[config.mk]
export PLATFORM = sky130hd
export DESIGN_NAME = dac7611_serializer
export DESIGN_NICKNAME = d
export VERILOG_FILES = /design/src/rtl/dac_pkg.sv /design/src/rtl/dac_tick_gen.sv /design/src/rtl/dac7611_serializer.sv
export SDC_FILE = /design/constraint.sdc
export NUM_CORES = 1
export LEC_CHECK = 0
export ABC_CLOCK_PERIOD_IN_PS = 5200
export CAP_MARGIN = 20
export CORE_MARGIN = 1
export CORE_UTILIZATION = 39
export CTS_BUF_LIST = sky130_fd_sc_hd__clkbuf_4
export CTS_CLUSTER_SIZE = 16
export DETAILED_ROUTE_END_ITERATION = 10
export GPL_ROUTABILITY_DRIVEN = 0
export SYNTH_ARGS = -nofsm -noshare
export SYNTH_HDL_FRONTEND = slang
export SYNTH_HIERARCHICAL = 1
export SYNTH_SLANG_ARGS = --single-unit
[constraint.sdc]
create_clock -name clk -period 5.2 [get_ports clk]
set_input_delay 1.3 -clock clk [delete_from_list [all_inputs] [get_ports clk]]
set_output_delay 1.3 -clock clk [all_outputs]
set_load 0.005 [all_outputs]
[src/rtl/dac_pkg.sv]
// Shared types and constants for the dual DAC7611 serial driver.
package dac_pkg;

  localparam int DAC_BITS      = 12;
  localparam int LE_LOW_HALVES = 2;

  typedef enum logic [1:0] {
    IDLE  = 2'd0,
    SHIFT = 2'd1,
    LATCH = 2'd2
  } dac_state_t;

endpackage

[src/rtl/dac_tick_gen.sv]
// Half-period timebase for the DAC serial clock: one-cycle tick every CLK_DIV
// clk cycles, restarted by clear so a new frame begins with a full low phase.
module dac_tick_gen #(
  parameter int CLK_DIV = 2
) (
  input  logic clk,
  input  logic rst_b,
  input  logic clear,
  output logic tick
);

  localparam logic [7:0] RELOAD = 8'(CLK_DIV - 1);

  logic [7:0] div_cnt;

  always_ff @(posedge clk or negedge rst_b) begin
    if (!rst_b) begin
      div_cnt <= RELOAD;
    end else if (clear || (div_cnt == 8'd0)) begin
      div_cnt <= RELOAD;
    end else begin
      div_cnt <= div_cnt - 8'd1;
    end
  end

  assign tick = (div_cnt == 8'd0);

endmodule

[src/rtl/dac7611_serializer.sv]
// Dual-channel DAC7611 serializer: one-deep pending pair, MSB-first shift on a
// shared dac_clk, shared active-low latch strobe. Build option: DAC_TWOS_COMP_EN.
module dac7611_serializer
  import dac_pkg::*;
#(
  parameter int CLK_DIV = 2
) (
  input  logic                clk,
  input  logic                rst_b,
  input  logic [DAC_BITS-1:0] sample_1,
  input  logic [DAC_BITS-1:0] sample_2,
  input  logic                sample_valid,
  output logic                sample_ready,
  output logic                busy,
  output logic                dac_clk,
  output logic                dac_dat_1,
  output logic                dac_dat_2,
  output logic                dac_le
);

  localparam logic [3:0] LAST_BIT  = 4'(DAC_BITS - 1);
  localparam logic [3:0] LAST_HALF = 4'(LE_LOW_HALVES - 1);

  dac_state_t state, state_nx;
  logic [3:0] bit_cnt, bit_cnt_nx;
  logic       dac_clk_nx, dac_le_nx, dat_1_nx, dat_2_nx;
  logic       load, shift_out, tick, accept;
  logic       pend_empty;

  logic [DAC_BITS-1:0] pend_1, pend_2;
  logic [DAC_BITS-1:0] sh_1, sh_2;
  logic [DAC_BITS-1:0] ld_1, ld_2;

  function automatic logic [DAC_BITS-1:0] to_dac_code(input logic [DAC_BITS-1:0] w);
`ifdef DAC_TWOS_COMP_EN
    return {~w[DAC_BITS-1], w[DAC_BITS-2:0]};
`else
    return w;
`endif
  endfunction

  dac_tick_gen #(.CLK_DIV(CLK_DIV)) u_tick (
    .clk   (clk),
    .rst_b (rst_b),
    .clear (load),
    .tick  (tick)
  );

  assign accept = sample_valid && pend_empty;
  assign ld_1   = to_dac_code(pend_1);
  assign ld_2   = to_dac_code(pend_2);

  always_comb begin
    state_nx   = state;
    bit_cnt_nx = bit_cnt;
    dac_clk_nx = dac_clk;
    dac_le_nx  = dac_le;
    dat_1_nx   = dac_dat_1;
    dat_2_nx   = dac_dat_2;
    load       = 1'b0;
    shift_out  = 1'b0;

    case (state)
      IDLE: begin
        if (!pend_empty) load = 1'b1;
      end
      SHIFT: begin
        if (tick) begin
          if (!dac_clk) begin
            dac_clk_nx = 1'b1;
          end else begin
            dac_clk_nx = 1'b0;
            if (bit_cnt == LAST_BIT) begin
              dac_le_nx  = 1'b0;
              bit_cnt_nx = 4'd0;
              state_nx   = LATCH;
            end else begin
              bit_cnt_nx = bit_cnt + 4'd1;
              shift_out  = 1'b1;
            end
          end
        end
      end
      LATCH: begin
        // bit_cnt is reused here to count the strobe's low half-periods
        if (tick) begin
          if (bit_cnt == LAST_HALF) begin
            dac_le_nx = 1'b1;
            if (!pend_empty) begin
              load = 1'b1;
            end else begin
              state_nx = IDLE;
              dat_1_nx = 1'b0;
              dat_2_nx = 1'b0;
            end
          end else begin
            bit_cnt_nx = bit_cnt + 4'd1;
          end
        end
      end
      default: state_nx = IDLE;
    endcase

    if (load) begin
      state_nx   = SHIFT;
      bit_cnt_nx = 4'd0;
      dac_clk_nx = 1'b0;
      dat_1_nx   = ld_1[DAC_BITS-1];
      dat_2_nx   = ld_2[DAC_BITS-1];
    end else if (shift_out) begin
      dat_1_nx = sh_1[DAC_BITS-1];
      dat_2_nx = sh_2[DAC_BITS-1];
    end
  end

  always_ff @(posedge clk or negedge rst_b) begin
    if (!rst_b) begin
      state      <= IDLE;
      bit_cnt    <= 4'd0;
      dac_clk    <= 1'b0;
      dac_le     <= 1'b1;
      dac_dat_1  <= 1'b0;
      dac_dat_2  <= 1'b0;
      pend_empty <= 1'b1;
    end else begin
      state     <= state_nx;
      bit_cnt   <= bit_cnt_nx;
      dac_clk   <= dac_clk_nx;
      dac_le    <= dac_le_nx;
      dac_dat_1 <= dat_1_nx;
      dac_dat_2 <= dat_2_nx;
      if (accept) begin
        pend_empty <= 1'b0;
      end else if (load) begin
        pend_empty <= 1'b1;
      end
    end
  end

  // Shift registers hold the bits still to be sent, next bit at the MSB
  always_ff @(posedge clk) begin
    if (accept) begin
      pend_1 <= sample_1;
      pend_2 <= sample_2;
    end
    if (load) begin
      sh_1 <= {ld_1[DAC_BITS-2:0], 1'b0};
      sh_2 <= {ld_2[DAC_BITS-2:0], 1'b0};
    end else if (shift_out) begin
      sh_1 <= {sh_1[DAC_BITS-2:0], 1'b0};
      sh_2 <= {sh_2[DAC_BITS-2:0], 1'b0};
    end
  end

  assign sample_ready = pend_empty;
  assign busy         = (state != IDLE);

endmodule

==> metrics.cfg, run 1 <==
[run_status]
status = finished, final reports clean

[placement]
dp_cells = 300
port-buffer-count = 32
hpwl_mm = 2.92
postPlaceCellArea_um2 = 3160

[route]
drt_iter0_markers = 61
routed_wl_mm = 4.41
vias = 1522
ant_nets = 0
vias_per_cell = 4.80
drc = 0
avgRoutedWirePerCell_um = 13.9
first_pass_iters = 4

[floorplanning]
ios = 33
start_util_pct = 40.4
design.core.area_um2 = 6790
fp.dieW_um = 85.9
die_area_um2 = 7380
rows = 30
die_height_um = 85.9

[timing]
skew_ns = 0.0162
hold_violations = 0
finalSetupViolCount = 0
timing.final.max_slew_violations = 0
grt_setup_unrepaired = false
finalCritPeriodShare_pct = 62.5
max_slew.worst_pin.slew_ns = 0.894
slew_headroom_pct = 40.2
post-route-min-period_ns = 3.25
timing.hold.ws_ns = 0.491
fin_setup_tns_ns = 0
fmax_ghz = 0.308

[power_and_ir_drop]
p_sw_share_pct = 18.4
power_frac_comb_pct = 2.2
seq_power_share_pct = 54.7
p_switching_uw = 186
p_leak_uw = 0.00124
ir_drop_v = 0.000181
power_frac_clock_pct = 43.1
report.power.total_uw = 1010
p_per_area_nw_per_um2 = 300
power.internal_uw = 823

[final_layout]
fill_cells = 603
design_area_um2 = 3360
layoutNonFillerInstCount = 317
antennaDiodeCount = 0
regArea_um2 = 1860
layout-drive-gt1-share_pct = 23.5
syn_to_final_growth_pct = 22.4
nets = 247
multi_input_area_um2 = 825

[synthesis]
seq_area_frac_synth_pct = 67.8
async_reset_ff_share_pct = 29.2
synth_cells = 174
synth_top_area_share_pct = 50.3
synthesis.area_um2 = 2750
ys.flop_type = edfxtp_1
yosys.area.top_type = edfxtp_1
synthesis.nets = 205
synth_seq_cells = 65
yosysWarnings = 6
ys_types = 44
synth_edf_count = 46
syn_avg_cell_area_um2 = 15.8
synth.area.top_cells = edfxtp_1 (50%), dfrtp_1 (15%), mux2_2 (8.2%)

[cts]
clk_path_buf_depth = 2
cts_root_buf = clkbuf_4
path_clk_slew_ns = 0.11
cts_hold_buf = 0
cts-resized-gates = 0
cts.sinks = 65
insertion_delay_ns = 0.40
cts_setup_buffers = 0
cts_buffers = 9
tritoncts = built
h-tree-depth = 3

[global_route]
overflow = 0
grt_pass1_vias = 1470
grt_start_max_net_pins = 25
grtUsageTotal_pct = 13.0
grt_antenna_before_repair = 0
grt_pass1_wl_mm = 7.02

[setup_path]
crit_required_ns = 5.23
r2r-end = sh_1[10]$_DFFE_PP_
reg2reg_slack_ns = 1.95
end_kind = flip-flop
r2r_cells = 7
critical_path_arrival_ns = 3.28
startpoint_type = flip-flop
crit_type = reg -> reg
r2r-start = u_tick/div_cnt[0]$_DFF_PN1_
worst-path-max-fanout = 24

[min_path]
min_from = dac_dat_2$_DFFE_PN0P_
min-delay-path-class = reg -> reg
holdPathEnd = dac_dat_2$_DFFE_PN0P_
whs_path_depth = 1

[job]
max-cap-violations = 0

[flip-flops by register name, summed over array words and instances (netlist names)]
signal          cells
dac_dat_1           1
dac_le              1
sample_ready        1
u_tick/div_cnt      8
bit_cnt             4
sh_2               11
dac_clk             1
ld_1               12
sh_1               11
dac_dat_2           1
ld_2               12
state               2
[power by group through the flow]
stage	Sequential (µW)	Combinational (µW)	Clock [µW]
6_report	552	22.3	435
3_3_place_gp	563	22.7	0
4_1_cts	552	22.9	448
5_1_grt	552	24.5	468
3_5_place_dp	563	22.9	0
2_1_floorplan	563	0.139	0
[metal layers]
layer	track usage, %	vias up	wire length, µm	share of wire, %
li1	-	736	-	-
met1	16.8	745	2130	48
met2	19.6	32	2020	46
met3	3.37	9	150	3.4
met4	7.73	0	105	2.4
met5	0	-	0	0
[cell families after synthesis]
| logic type | Yosys count | synth area share, % |
|---|---|---|
| xor gates and xnor gates | 4 | 1.28 |
| DFF | 65 | 67.8 |
| buffers and inverters | 10 | 2.19 |
| AOI/OAI and AO/OA | 26 | 7.75 |
| adders and majority gates | 4 | 1.82 |
| and+or+nand+nor | 45 | 11.0 |
| muxes | 20 | 8.20 |
[worst max-delay path, stage by stage, from the launching register on]
cell	delay, ns
dfstp_2	0.39
inv_1	0.09
ha_1	0.15
or3b_2	0.50
nor2_1	0.44
nand4bb_4	0.17
a21oi_4	0.59
or2_2	0.56
[synth_stat cells, types with 3 or more instances]
library cell and instances:
edfxtp_1 46, mux2_2 20, dfrtp_1 16, nor2_1 9, inv_1 7, a21o_1 4
a21oi_1 4, and2_1 4, ha_1 4, or2_2 4, buf_6 3, dfstp_2 3
nand2_1 3, nor2b_1 3, nor3_1 3, o21ai_0 3, o31ai_1 3, xnor2_1 3
[layout by cell type, fill, tap and decap left out, types with 4 or more instances in the layout]
cell type,Yosys,layout
edfxtp_1,46,46
clkdlybuf4s50_1,0,32
mux2_2,20,20
dfrtp_1,16,16
clkbuf_4,0,11
nor2_1,9,9
inv_1,7,7
or2_2,4,4
and2_1,4,4
a21o_1,4,4
a21oi_1,4,4
ha_1,4,4
[area by class of cell]
cell class	count	share of cell area, %
clock inverter	5	3.09
multi-input combinational	99	24.5
clock buffer	11	2.46
inverter	7	0.782
tap	96	3.57
timing repair buffer	34	10.2
sequential	65	55.4
[stage by stage]
stage	setup WS, ns	utilization, %
after CTS	1.89	49.2
after floorplan	2.55	-
after global routing	1.71	49.5
after detailed placement	1.91	46.5
final	1.95	49.5
after global placement	1.98	46.5
[how the worst max path moves through the flow]
stage                                            from                 end  slack, ns  depth (start not counted)
final                     u_tick/div_cnt[0]$_DFF_PN1_  sh_1[10]$_DFFE_PP_       1.95                          7
after global routing      u_tick/div_cnt[0]$_DFF_PN1_   sh_1[9]$_DFFE_PP_       1.71                          7
after CTS                 u_tick/div_cnt[0]$_DFF_PN1_   sh_1[9]$_DFFE_PP_       1.89                          7
after detailed placement  u_tick/div_cnt[0]$_DFF_PN1_   sh_1[3]$_DFFE_PP_       1.91                          7
after global placement    u_tick/div_cnt[1]$_DFF_PN0_   sh_1[2]$_DFFE_PP_       1.98                          7
after floorplan           u_tick/div_cnt[1]$_DFF_PN0_  sh_1[10]$_DFFE_PP_       2.55                          8
(Power assumes the default switching activity.)
==> inputs of run 2 (changes only) <==
ABC_CLOCK_PERIOD_IN_PS = 3200   (was 5200)
clock period = 3.2 ns   (was 5.2 ns; I/O delays follow)
==> run 2 against run 1 <==
Register-to-register slack lost 1.3 ns. Flip-flop and latch count is the same. First-iteration DRC count shrank 6.6%. Power grew 64%. Combinational power grew 61%. Non-clock buffer count grew 5. Worst hold slack gained 0.016 ns. Clock skew shrank 0.0014 ns. Critical endpoint is now sh_2[2]$_DFFE_PP_.
==> metrics.cfg, run 2 (synthesis gave the netlist of run 1 again) <==
[final_layout]
nets = 252
layout-drive-gt1-share_pct = 25.2
layout_commonest_cell = edfxtp_1
fill_cells = 597
syn_to_final_growth_pct = 24.1
multi_input_area_um2 = 825
regArea_um2 = 1860
antennaDiodeCount = 0
layout_common_cells = edfxtp_1 (46), clkdlybuf4s50_1 (32), mux2_2 (20)

[cts]
insertion_delay_ns = 0.41
clk_path_buf_depth = 2
tritoncts = built
cts_buffers = 9
cts_root_buf = clkbuf_4
path_clk_slew_ns = 0.11
cts-resized-gates = 0
cts.sinks = 65
cts_setup_buffers = 0
cts_hold_buf = 0
h-tree-depth = 3

[min_path]
min_from = dac_dat_2$_DFFE_PN0P_
min-delay-path-class = reg -> reg
whs_path_depth = 1
holdPathEnd = dac_dat_2$_DFFE_PN0P_

[global_route]
overflow = 0
grt_antenna_before_repair = 0
grt_pass1_vias = 1522
grtUsageTotal_pct = 13.8
grt_start_max_net_pins = 25
grt_pass1_wl_mm = 7.40

[power_and_ir_drop]
seq_power_share_pct = 54.3
p_switching_uw = 318
power.internal_uw = 1330
p_leak_uw = 0.00127
ir_drop_v = 0.000305
power_frac_comb_pct = 2.2
p_sw_share_pct = 19.3
power_frac_clock_pct = 43.5
p_per_area_nw_per_um2 = 485

[timing]
timing.final.max_slew_violations = 0
post-route-min-period_ns = 2.56
hold_violations = 0
worst_slack_ns = 0.643
grt_setup_unrepaired = false
slew_headroom_pct = 42.2
finalSetupViolCount = 0
fmax_ghz = 0.391
finalCritPeriodShare_pct = 79.9
fin_setup_tns_ns = 0
skew_ns = 0.0148
max_slew.worst_pin.slew_ns = 0.865

[floorplanning]
die_height_um = 85.9
start_util_pct = 40.4
design.core.area_um2 = 6790
rows = 30
ios = 33
die_area_um2 = 7380
fp.dieW_um = 85.9

[route]
first_pass_iters = 6
ant_nets = 0
vias = 1544
dr_wl_met3_um = 211
drc = 0
drt_iter0_markers = 57
highest_layer = met4
met2_length_mm = 2.03
met1Wirelength_mm = 2.02
vias_per_cell = 4.80
routed_wl_mm = 4.37
avgRoutedWirePerCell_um = 13.6

[run_status]
status = finished, final reports clean

[placement]
dp_slack_ns = 0.634
hpwl_mm = 2.99
port-buffer-count = 32

[setup_path]
crit_type = reg -> reg
critical_path_arrival_ns = 2.72
end_kind = flip-flop
startpoint_type = flip-flop
worst-path-max-fanout = 14
r2r-end = sh_2[2]$_DFFE_PP_
r2r_cells = 9
r2r-start = u_tick/div_cnt[0]$_DFF_PN1_
crit_required_ns = 3.36
reg2reg_slack_ns = 0.64

[job]
max-cap-violations = 0

-- run 2: cell count changes in the layout (fill, tap and decap cells not counted) --
cell / previous run / this run
buf_8: 1 / 0
clkbuf_4: 11 / 10
inv_6: 0 / 1
clkinv_2: 1 / 0
buf_12: 0 / 1
clkinvlp_4: 0 / 1
buf_4: 1 / 6
-- run 2: layer usage --
layer,track usage (%),vias up
li1,-,748
met1,17.3,746
met2,20.9,41
met3,4.52,9
met4,8.18,0
met5,0,-
-- run 2: how the worst max path moves through the flow --
| stage | from | end | slack, ns | cells after the start |
|---|---|---|---|---|
| after detailed placement | u_tick/div_cnt[0]$_DFF_PN1_ | sh_2[2]$_DFFE_PP_ | 0.63 | 9 |
| final | u_tick/div_cnt[0]$_DFF_PN1_ | sh_2[2]$_DFFE_PP_ | 0.64 | 9 |
| after global routing | u_tick/div_cnt[0]$_DFF_PN1_ | sh_1[10]$_DFFE_PP_ | 0.48 | 9 |
| after global placement | u_tick/div_cnt[1]$_DFF_PN0_ | sh_2[2]$_DFFE_PP_ | 0.69 | 9 |
| after floorplan | u_tick/div_cnt[1]$_DFF_PN0_ | sh_1[10]$_DFFE_PP_ | 0.55 | 8 |
| after CTS | u_tick/div_cnt[0]$_DFF_PN1_ | sh_2[2]$_DFFE_PP_ | 0.61 | 9 |
-- run 2: area by class of cell --
cell class                      instances  area share, %
Clock inverter                          6           3.38
Sequential cell                        65           54.6
Inverter                                7          0.771
Tap cell                               96           3.53
Timing Repair Buffer                   39           11.3
Clock buffer                           10           2.20
Multi-Input combinational cell         99           24.2
-- run 2: worst max-delay path, cell delays in order, from the launching register on --
cell	delay [ns]
dfstp_2	0.39
inv_1	0.09
ha_1	0.14
or3b_2	0.50
nor2_1	0.12
buf_4	0.17
nand4bb_4	0.13
a21oi_4	0.19
buf_4	0.24
mux2_2	0.36
-- run 2: per-stage QoR --
step                power (µW)  hold slack (ns)  instance area [µm²]  utilization (%)  cells
detailed placement         952            0.487                 3220             47.3    306
floorplan                  916            0.473                 2750                -    174
global route              1710            0.528                 3410             50.1    322
CTS                       1670            0.513                 3410             50.1    322
finish                    1650            0.507                 3410             50.1    322
global placement           951            0.481                 3220             47.3    306
-- run 2: power by group through the flow --
stage | logic, µW | registers, µW | clock network, µW
final | 35.9 | 897 | 718
after global routing | 39.5 | 897 | 777
after CTS | 37.0 | 897 | 739
after detailed placement | 36.9 | 915 | 0
after global placement | 36.2 | 915 | 0
after floorplan | 0.225 | 915 | 0
==> inputs of run 3 (changes only) <==
ABC_CLOCK_PERIOD_IN_PS = 2550   (was 3200)
clock period = 2.55 ns   (was 3.2 ns; I/O delays follow)
==> run 3 against run 2 <==
Global-route usage barely moved. Flip-flop and latch count did not move. Final area rose by 0.66%. First-iteration DRC count rose by 28%. Clock skew fell by 0.0058 ns. Maximum frequency rose by 6.6%. Worst hold slack got worse by 0.013 ns. Register-to-register slack got worse by 0.49 ns. Critical endpoint is now sh_1[8]$_DFFE_PP_. Core utilization rose by 0.33 points.
==> metrics.cfg, run 3 (synthesis gave the netlist of run 1 again) <==
[global_route]
grt-busiest-layer = met2
grt_antenna_before_repair = 0
grtUsageTotal_pct = 13.8
grt_pass1_vias = 1526
overflow = 0
grt_pass1_wl_mm = 7.38
grtUsageMet1_pct = 18.5
use_met3_pct = 3.85
met2_usage_pct = 19.6
grt_start_max_net_pins = 25

[power_and_ir_drop]
p_leak_uw = 0.00127
p_per_area_nw_per_um2 = 563
ir_drop_v = 0.000265

[timing]
finalCritPeriodShare_pct = 94.1
max_slew.worst_pin.slew_ns = 0.373
hold_violations = 0
fmax_ghz = 0.417
grt_setup_unrepaired = false
slew_headroom_pct = 74.9
skew_ns = 0.00906
finalSetupViolCount = 0
fin_setup_tns_ns = 0
worst_slack_ns = 0.150
timing.final.max_slew_violations = 0
post-route-min-period_ns = 2.40

[route]
drc = 0
ant_nets = 0
drt_iter0_markers = 73
routed_wl_mm = 4.35
avgRoutedWirePerCell_um = 13.4
first_pass_iters = 4
vias_per_cell = 4.72
vias = 1535

[setup_path]
critical_path_arrival_ns = 2.55
crit_type = reg -> reg
r2r_cells = 8
crit_required_ns = 2.70
reg2reg_slack_ns = 0.15
end_kind = flip-flop
r2r-start = u_tick/div_cnt[0]$_DFF_PN1_
worst-path-max-fanout = 17
startpoint_type = flip-flop
r2r-end = sh_1[8]$_DFFE_PP_

[cts]
tritoncts = built
cts_setup_buffers = 0
path_clk_slew_ns = 0.10
cts_buffers = 9
cts_root_buf = clkbuf_4
h-tree-depth = 3
cts.sinks = 65
clk_path_buf_depth = 2
insertion_delay_ns = 0.40

[min_path]
min_from = dac_dat_1$_DFFE_PN0P_
holdPathEnd = dac_dat_1$_DFFE_PN0P_
whs_path_depth = 1
min-delay-path-class = reg -> reg

[placement]
hpwl_mm = 2.97
port-buffer-count = 32
dp_cells = 309
dp_slack_ns = 0.0765
postPlaceCellArea_um2 = 3270

[final_layout]
layout_commonest_cell = edfxtp_1
layout-drive-gt1-share_pct = 25.8
nets = 255
layoutNonFillerInstCount = 325
syn_to_final_growth_pct = 24.9
final_util_pct = 50.5
layout_common_cells = edfxtp_1 (46), clkdlybuf4s50_1 (32), mux2_2 (20)
design_area_um2 = 3430
antennaDiodeCount = 0

[floorplanning]
ios = 33
die_area_um2 = 7380
design.core.area_um2 = 6790
die_height_um = 85.9
rows = 30
start_util_pct = 40.4
fp.dieW_um = 85.9

[run_status]
status = finished, final reports clean

[job]
max-cap-violations = 0

[run 3: cell count changes in the layout (fill, tap and decap cells not counted)]
cell,change
nor2_4,+1
clkinv_4,-1
inv_6,-1
clkinvlp_4,+1
clkinv_1,+2
buf_4,+1
bufinv_16,-1
buf_12,+2
nor2_1,-1
[run 3: area by class of cell]
type	instances	area [µm²]
well taps	96	120
clock buffers	10	75.1
repair buffers	42	433
multi-input cells	99	832
flip-flops and latches	65	1860
inverters	7	26.3
clock inverters	6	82.6
fillers	595	3360
[run 3: power by group]
group / internal [µW] / switching [µW] / leakage [µW] / total [µW]
sequential: 1130 / 0.000000000000691 / 0.000661 / 1130
combinational: 35.4 / 11.7 / 0.000527 / 47.1
clock: 402 / 357 / 0.0000777 / 759
total: 1560 / 369 / 0.00127 / 1930
[run 3: worst max-delay path: stages, from the launching register on]
cell,delay (ns)
dfstp_2,0.38
inv_1,0.08
ha_1,0.14
or3b_2,0.51
nor2_4,0.15
nand4bb_4,0.13
a21oi_4,0.24
buf_12,0.19
mux2_2,0.34
[run 3: worst max path at each step]
stage / start / endpoint / slack, ns / depth (start not counted)
after floorplan: u_tick/div_cnt[1]$_DFF_PN0_ / sh_1[10]$_DFFE_PP_ / 0.01 / 8
after global placement: u_tick/div_cnt[1]$_DFF_PN0_ / sh_2[7]$_DFFE_PP_ / 0.12 / 8
after detailed placement: u_tick/div_cnt[1]$_DFF_PN0_ / sh_2[6]$_DFFE_PP_ / 0.08 / 8
after CTS: u_tick/div_cnt[1]$_DFF_PN0_ / sh_1[8]$_DFFE_PP_ / 0.07 / 8
after global routing: u_tick/div_cnt[0]$_DFF_PN1_ / sh_1[8]$_DFFE_PP_ / 0.02 / 8
final: u_tick/div_cnt[0]$_DFF_PN1_ / sh_1[8]$_DFFE_PP_ / 0.15 / 8
[run 3: metrics by stage]
step	hold slack, ns	total power, µW
CTS	0.501	1960
detailed placement	0.476	1200
global placement	0.462	1200
floorplan	0.342	1150
global route	0.520	2010
finish	0.494	1930
[run 3: layer usage]
metal / part of all wire (%) / routed length, µm
met1: 48 / 2100
met2: 45 / 1950
met3: 4.3 / 189
met4: 2.3 / 102
met5: 0 / 0
[run 3: what timing repair did]
item,in CTS,in global routing
setup endpoints to repair,0,20
resized for setup,0,1
hold buffers,0,0
